--- src/rtl/id_stage.sv ---
// rtl/id_stage.sv - ARM-32 decode/operand-fetch stage with load-use hazard detection and ID/EX register
//
// Purpose: decodes the IF/ID instruction, drives the register file read
// addresses, stalls IF for one bubble on a load-use hazard against EX, and
// owns the ID/EX pipeline register.
//
// Ports:
//   clk, rst_n                  clock, asynchronous active-low reset
//   if_valid/if_instr/if_pc     instruction held in the IF/ID latch
//   flush                       branch redirect: kill ID and ID/EX contents
//   ex_hold                     EX cannot accept: freeze ID/EX, stall IF
//   ex_valid/ex_is_load/ex_rd   instruction currently in EX
//   r0addr/r1addr, r0data/r1data  register file asynchronous read ports
//   stall_if                    hold PC and IF/ID this cycle
//   idex_*                      ID/EX pipeline register contents
module id_stage #(
  parameter int data_width = 64,
  parameter int addr_width = 4
) (
  input  logic                  clk,
  input  logic                  rst_n,
  input  logic                  if_valid,
  input  logic [31:0]           if_instr,
  input  logic [31:0]           if_pc,
  input  logic                  flush,
  input  logic                  ex_hold,
  input  logic                  ex_valid,
  input  logic                  ex_is_load,
  input  logic [addr_width-1:0] ex_rd,
  output logic [addr_width-1:0] r0addr,
  output logic [addr_width-1:0] r1addr,
  input  logic [data_width-1:0] r0data,
  input  logic [data_width-1:0] r1data,
  output logic                  stall_if,
  output logic                  idex_valid,
  output logic [3:0]            idex_op,
  output logic [addr_width-1:0] idex_rd,
  output logic [addr_width-1:0] idex_rn,
  output logic [addr_width-1:0] idex_rm,
  output logic [data_width-1:0] idex_opa,
  output logic [data_width-1:0] idex_opb,
  output logic [data_width-1:0] idex_imm,
  output logic                  idex_wena,
  output logic                  idex_is_load,
  output logic                  idex_is_store,
  output logic [31:0]           idex_pc
);

  typedef enum logic {RUN = 1'b0, BUBBLE = 1'b1} state_t;

  state_t                state_q, state_d;
  logic                  valid_q, valid_d;
  logic [3:0]            op_q, op_d;
  logic [addr_width-1:0] rd_q, rd_d, rn_q, rn_d, rm_q, rm_d;
  logic [data_width-1:0] opa_q, opa_d, opb_q, opb_d, imm_q, imm_d;
  logic                  wena_q, wena_d, load_q, load_d, store_q, store_d;
  logic [31:0]           pc_q, pc_d;
  logic                  stall_c;

  // Decoded fields of the IF/ID instruction
  logic [3:0]            dec_op;
  logic [addr_width-1:0] dec_rd, dec_rn, dec_rm;
  logic [data_width-1:0] dec_imm;
  logic                  uses_rn, uses_rm, writes_rd, dec_load, dec_store;
  logic                  haz;

  assign dec_op  = if_instr[31:28];
  assign dec_rd  = addr_width'(if_instr[27:24]);
  assign dec_rn  = addr_width'(if_instr[23:20]);
  assign dec_rm  = addr_width'(if_instr[19:16]);
  assign dec_imm = {{(data_width-16){if_instr[15]}}, if_instr[15:0]};

  assign r0addr = dec_rn;
  assign r1addr = dec_rm;

  always_comb begin
    uses_rn   = 1'b0;
    uses_rm   = 1'b0;
    writes_rd = 1'b0;
    dec_load  = 1'b0;
    dec_store = 1'b0;
    case (dec_op)
      4'd1, 4'd2, 4'd3, 4'd4: begin
        uses_rn   = 1'b1;
        uses_rm   = 1'b1;
        writes_rd = 1'b1;
      end
      4'd5: begin
        uses_rn   = 1'b1;
        writes_rd = 1'b1;
      end
      4'd6: begin
        uses_rn   = 1'b1;
        writes_rd = 1'b1;
        dec_load  = 1'b1;
      end
      4'd7: begin
        uses_rn   = 1'b1;
        uses_rm   = 1'b1;
        dec_store = 1'b1;
      end
      4'd8: begin
        uses_rn = 1'b1;
        uses_rm = 1'b1;
      end
      default: ;
    endcase
  end

  assign haz = if_valid & ex_valid & ex_is_load & (ex_rd != '0) &
               ((uses_rn & (dec_rn == ex_rd)) | (uses_rm & (dec_rm == ex_rd)));

  always_comb begin
    valid_d = valid_q;
    op_d    = op_q;
    rd_d    = rd_q;
    rn_d    = rn_q;
    rm_d    = rm_q;
    opa_d   = opa_q;
    opb_d   = opb_q;
    imm_d   = imm_q;
    wena_d  = wena_q;
    load_d  = load_q;
    store_d = store_q;
    pc_d    = pc_q;
    stall_c = 1'b0;
    // BUBBLE lasts exactly one cycle; only a fresh hazard re-enters it.
    case (state_q)
      BUBBLE:  state_d = RUN;
      default: state_d = RUN;
    endcase

    if (flush || (!ex_hold && (haz || !if_valid))) begin
      // Flush, bubble and empty slot all load a fully cleared entry.
      valid_d = 1'b0;
      op_d    = '0;
      rd_d    = '0;
      rn_d    = '0;
      rm_d    = '0;
      opa_d   = '0;
      opb_d   = '0;
      imm_d   = '0;
      wena_d  = 1'b0;
      load_d  = 1'b0;
      store_d = 1'b0;
      pc_d    = '0;
      if (!flush && haz) begin
        stall_c = 1'b1;
        state_d = BUBBLE;
      end
    end else if (ex_hold) begin
      stall_c = 1'b1;
    end else begin
      valid_d = 1'b1;
      op_d    = dec_op;
      rd_d    = dec_rd;
      rn_d    = dec_rn;
      rm_d    = dec_rm;
      opa_d   = r0data;
      opb_d   = r1data;
      imm_d   = dec_imm;
      wena_d  = writes_rd & (dec_rd != '0);
      load_d  = dec_load;
      store_d = dec_store;
      pc_d    = if_pc;
    end
  end

  // stall_if must read 0 while reset is held, independent of the inputs.
  assign stall_if = rst_n & stall_c;

  always_ff @(posedge clk or negedge rst_n) begin
    if (!rst_n) begin
      state_q <= RUN;
      valid_q <= 1'b0;
      op_q    <= '0;
      rd_q    <= '0;
      rn_q    <= '0;
      rm_q    <= '0;
      opa_q   <= '0;
      opb_q   <= '0;
      imm_q   <= '0;
      wena_q  <= 1'b0;
      load_q  <= 1'b0;
      store_q <= 1'b0;
      pc_q    <= '0;
    end else begin
      state_q <= state_d;
      valid_q <= valid_d;
      op_q    <= op_d;
      rd_q    <= rd_d;
      rn_q    <= rn_d;
      rm_q    <= rm_d;
      opa_q   <= opa_d;
      opb_q   <= opb_d;
      imm_q   <= imm_d;
      wena_q  <= wena_d;
      load_q  <= load_d;
      store_q <= store_d;
      pc_q    <= pc_d;
    end
  end

  assign idex_valid    = valid_q;
  assign idex_op       = op_q;
  assign idex_rd       = rd_q;
  assign idex_rn       = rn_q;
  assign idex_rm       = rm_q;
  assign idex_opa      = opa_q;
  assign idex_opb      = opb_q;
  assign idex_imm      = imm_q;
  assign idex_wena     = wena_q;
  assign idex_is_load  = load_q;
  assign idex_is_store = store_q;
  assign idex_pc       = pc_q;

endmodule

--- config.mk ---
export PLATFORM = sky130hd
export DESIGN_NAME = id_stage
export DESIGN_NICKNAME = d
export VERILOG_FILES = /design/src/rtl/id_stage.sv
export SDC_FILE = /design/constraint.sdc
export NUM_CORES = 1
export LEC_CHECK = 0
export ABC_AREA = 1
export BUFFER_PORTS_ARGS = -buffer_cell sky130_fd_sc_hd__buf_2
export CORE_AREA = 2 2 177 179
export CTS_CLUSTER_DIAMETER = 120
export DETAILED_ROUTE_END_ITERATION = 8
export DIE_AREA = 0 0 179 181
export PLACE_DENSITY = 0.67
export SYNTH_ARGS = -nofsm -noshare
export SYNTH_HDL_FRONTEND = slang
export SYNTH_SLANG_ARGS = --single-unit
export TNS_END_PERCENT = 1
--- constraint.sdc ---
create_clock -name clk -period 3.13 [get_ports clk]
set_input_delay 0.1565 -clock clk [delete_from_list [all_inputs] [get_ports clk]]
set_output_delay 0.1565 -clock clk [all_outputs]
set_load 0.005 [all_outputs]
* Word level (Yosys, flattened, before mapping)
Cells that the tools add are included.
** Operators by class
- Equality and inequality tests :: 11
- Multiplexer cells :: 32
- Bitwise logic cells :: 9
- Reduce and logical (&&, ||, !) cells :: 12
** Operators with widths (count)
- two-way mux 64 bit :: 6
- two-way mux 32 bit :: 2
- two-way mux 4 bit :: 8
- equality test 4 x 3 -> 1 bit, second input constant :: 4
- two-way mux 1 bit :: 16
- OR reduction 6 bit :: 2
- bitwise AND 1 bit :: 8
- equality test 4 x 2 -> 1 bit, second input constant :: 2
- equality test 4 bit :: 2
- nonzero test 4 bit :: 2
- OR reduction 8 bit :: 1
- equality test 4 x 1 -> 1 bit, second input constant :: 1
- equality test 4 bit, second input constant :: 1
- zero test 1 bit :: 3
- logical AND 1 bit :: 2
- logical OR 1 bit :: 2
- inequality test 2 x 1 -> 1 bit, second input constant :: 1
- OR 1 bit :: 1
** Storage, ports and cells
- Register bits after elaboration :: 244
- Input port bits :: 203
- Output and inout port bits :: 253
- Logic and storage cells :: 76

* Longest topological paths before layout
- Depth in word-level cells :: 11
- Gate-level depth with buffers :: 12
- Gate-level depth less buffers :: 11

* Worst setup path after synthesis
Ideal clock, no wire load.
- Path type :: reg2out
- From :: reg, netlist name idex_imm[62]
- To :: out idex_imm[16]
- Arrival :: 1.299 ns
- Required time :: 2.974 ns
- Path slack :: 1.675 ns
- Stages on the path, launching flop included :: 2
- Path buffers :: 1
- Cell sequence :: dfrtp_1 -> buf_4
** RTL lines
- end, declared :: line 42 : output logic [data_width-1:0] idex_imm,

* Final worst setup path
- From :: in if_instr[28]
- To :: reg pc_q[14] (netlist: idex_pc[14])
** Between the ends
- Word-level cells in the longest chain between the ends :: 10
- Elaborated cells between the ends (all ways) :: 21
- Classes of those cells :: eq/ne (9); mux (3); bitwise (4); reduce/logical (5)
** RTL lines
- start, declared :: line 23 : input logic [31:0] if_instr,
- equality test 4 x 3 -> 1 bit, or another cell as far along :: line 82 : case (dec_op)
- OR reduction 8 bit (no line) / OR reduction 6 bit (equally long branches)
- two-way mux 1 bit :: line 82
- bitwise AND 1 bit :: line 111 : ((uses_rn & (dec_rn == ex_rd)) | (uses_rm & (dec_rm == ex_rd)));
- OR 1 bit * :: line 111
- bitwise AND 1 bit * :: line 110 : assign haz = if_valid & ex_valid & ex_is_load & (ex_rd != '0) &
- logical OR 1 bit * :: line 133 : if (flush || (!ex_hold && (haz || !if_valid))) begin
- logical AND 1 bit * :: line 133
- logical OR 1 bit * :: line 133
- inequality test 2 x 1 -> 1 bit (no line) / two-way mux 32 bit (equally long branches)
- end signal, assigned :: line 200 : pc_q <= pc_d;
- end, declared :: line 57 : logic [31:0] pc_q, pc_d;
Mark *: on every way between the ends. The rest lies on a longest branch, timed or not.
A chain may end at the register's enable or synchronous reset.

==> summary.md <==
| Metric | Value |
|---|---|
| Core Region | `30350 um2` |
| Post-Syn Instances | `around 940` |
| TNS Setup | `0 ps` |
| CTS clk-pin slew, worst paths | `80 ps` |
| Total power | `5.928 mW` |
| Clock sink total | `196` |
| Final setup violation count | `0` |
| Crit. Startpoint | `if_instr[28]` |
| Synth area leader | `dfrtp_1` |
| GPL Wtd Cong | `approximately 0.88` |
| H-tree levels | `4` |
| Layout Skew | `0 ps` |
| Synthesized area | `around 9600 um2` |
| Drt drc | `0` |
| Die W | `179 um` |
| Initial Utilization | `31.60%` |
| Kind of critical path | `in -> reg` |
| Synth Register Bits | `196` |
| Routed vias | `8307` |
| Filler cells | `2722` |
| CP Launch Type | `primary input` |
| Worst-path fanout max | `38` |
| Commonest non-fill, non-tap cell in the layout | `buf_2` |
| Most frequent cells in the layout | `buf_2 (454), inv_1 (391), dfrtp_1 (196)` |
| Pin count of the biggest net entering global routing | `about 110` |
| Crit. End Element | `flip-flop` |
| Max Slew Vio Count | `0` |
| Die height | `181 um` |
| Post-synth EDFFs | `0` |
| Hold_sp | `if_instr[23]` |
| Finished layout cell area | `14380 um2` |
| Crit path largest cell delay | `about 560 ps` |
| Fmax | `between 0.4 and 0.5 GHz` |
| Detailed-route wire length | `between 20000 and 30000 um` |
| Top FF cell, synth | `dfrtp_1` |
| Endpoints failing hold | `0` |
| DR pass1 iterations | `5` |
| DP HPWL | `19870 um` |
| First-pass GRT wire length | `45590 um` |
| GRT Total Usage | `about 18%` |
| CP arrival | `2630 ps` |
| Maxcap violations | `0` |
| Post-synth ARST share | `100.0%` |
| Deepest clock path buffer count | `2` |
| Final Critical Period | `2279 ps` |
| Peak VDD IR | `0.0002914 V` |
| Initial DRC Count | `between 200 and 300` |
| Fraction of layout instances using a drive strength above 1 | `43.89%` |
| Total grt overflow | `0` |
| IO Pins | `456` |
| Routed vias/inst | `roughly 4.3` |
| Outcome | `finished, final reports clean` |
| Antenna Nets Post-Route | `0` |
| Pleak | `7.863 nW` |
| Slew @ Worst Pin | `~1100 ps` |
| Initial antenna violation count | `1` |
| Critical path's slowest cell | `nand3_4` |
| Tcrit/Tclk final | `72.82%` |
| Sequential area share after synthesis | `51.13%` |
| CP Data Required Time | `3480 ps` |
| Port Buffers | `between 400 and 500` |
| Unrepaired setup endpoints after global routing | `false` |
| Origin of the critical flop-to-flop path | `idex_imm[62]$_DFFE_PN0P_` |
| DP Area | `between 10000 and 15000 um2` |
| Final nets | `roughly 1700` |
| WL/cell | `15.35 um` |
| Area Overhead vs Synth | `49.95%` |
| Worst slew margin | `29.34%` |
| Row count | `64` |
| Critical-path cell list | `dlygate4sd3_1 -> buf_2 -> nor2_1 -> nor2_1 -> nor2_1 -> nand2_1 -> nand2_1 -> nand2_1 -> nand2_2 -> nand3_4 -> buf_4 -> o22ai_2` |
| Vias in the first global route | `8816` |
| Hold WC Path Type | `in -> reg` |
| Syn avg cell area | `10.23 um2` |
| Yosys top cell area share | `51.13%` |
| Largest cells by area after synthesis | `dfrtp_1 (51%), o22ai_2 (21%), inv_1 (15%)` |
| CTS tree | `built` |
| PD cells | `412.2 nW/um2` |
| WP buf/inv | `3` |
| Top Family by Delay on Critical Path | `simple AND/OR/NAND/NOR gates` |
| Die area | `32400 um2` |
| Ys Warns | `0` |
| Root buffer selected by CTS | `clkbuf_16` |
| Syn Nets | `1141` |
| Clk Latency, worst-skew pair | `430 ps` |
| Num CTS Buffers | `17` |
| Post-layout util | `47.39%` |
| Library cells used by synthesis | `25` |
## sequential cells by signal, indices dropped and copies added (netlist names), 4 cells and up
signal    count
idex_opa     64
idex_opb     64
idex_pc      32
idex_imm     16
idex_op       4
idex_rd       4
idex_rm       4
idex_rn       4
## final timing paths
| path | to | slack [ps] | depth (start not counted) |
|---|---|---|---|
| worst min register to register | idex_valid$_DFFE_PN0P_ | 530 | 2 |
| min in group asynchronous | idex_opb[49]$_DFFE_PN0P_ | 240 | 2 |
| worst min-delay path | idex_rn[3]$_DFFE_PN0P_ | 30 | 3 |
| max in group asynchronous | idex_opa[60]$_DFFE_PN0P_ | 1950 | 3 |
| worst max-delay path | idex_pc[14]$_DFFE_PN0P_ | 850 | 12 |
| worst max register to register | idex_imm[62]$_DFFE_PN0P_ | 1690 | 2 |
## kinds of logic (layout without fill, tap and decap cells)
kind of cell | count (synthesis) | in the layout | share of synthesized area [%]
buffers and inverters | 493 | 1086 | 23.06
other | 0 | 2 | 0
DFF | 196 | 196 | 51.13
xor gates and xnor gates | 5 | 5 | 0.4566
and+or+nand+nor | 45 | 45 | 2.009
AOI/OAI and AO/OA | 199 | 199 | 23.34
## area by class of cell
class / count / area (um2) / share of cell area (%)
sequential: 196 / 4905 / 34.10
timing repair buffer: 660 / 4400 / 30.60
multi-input combinational: 249 / 2485 / 17.28
inverter: 394 / 1479 / 10.28
tap: 396 / 495.5 / 3.445
clock buffer: 18 / 429.2 / 2.984
clock inverter: 14 / 183.9 / 1.279
antenna: 2 / 5.005 / 0.03480
## worst register-to-register path, delay by kind of cell (launching register included)
family | cells | cell delay (ps)
buf+inv | 1 | 130
flops | 1 | 1050
compound gates | 1 | 190
## cells in the mapped netlist (2+ instances only)
cell,n
inv_1,391
dfrtp_1,196
o22ai_2,159
buf_4,57
o22ai_1,34
nand2_1,23
buf_6,17
buf_2,16
nor2_1,12
clkbuf_1,6
nand3_1,4
buf_1,3
inv_2,3
xnor2_1,3
o21ai_0,2
o21ai_1,2
xor2_1,2
## power breakdown
group	total, mW	internal (mW)	switching (mW)
clock network	2.30	1.16	1.14
logic	0.948	0.481	0.466
registers	2.68	2.63	0.0578
## metal layers
layer	track usage, %	wire length [um]	vias to the layer above
met2	33.51	15520	385
met1	19.28	11000	3914
met5	0	0	-
li1	-	-	3929
met3	3.683	1786	79
met4	8.911	1293	0
## what timing repair did
action	CTS	global route
gates resized for setup	0	0
hold buffers	185	0
buffers inserted	0	0
hold endpoints to repair	229	0
endpoints found under the setup margin	0	0
## metrics by stage
step           hold slack, ps  std cells  worst slack, ps
6_report                31.73       1929            850.7
5_1_grt                 9.539       1928            652.6
4_1_cts                 3.218       1927            861.0
3_5_place_dp            150.3       1710            939.1
3_3_place_gp            147.5       1710            963.4
2_1_floorplan          -139.1        938             1675
(Power assumes the default switching activity.)
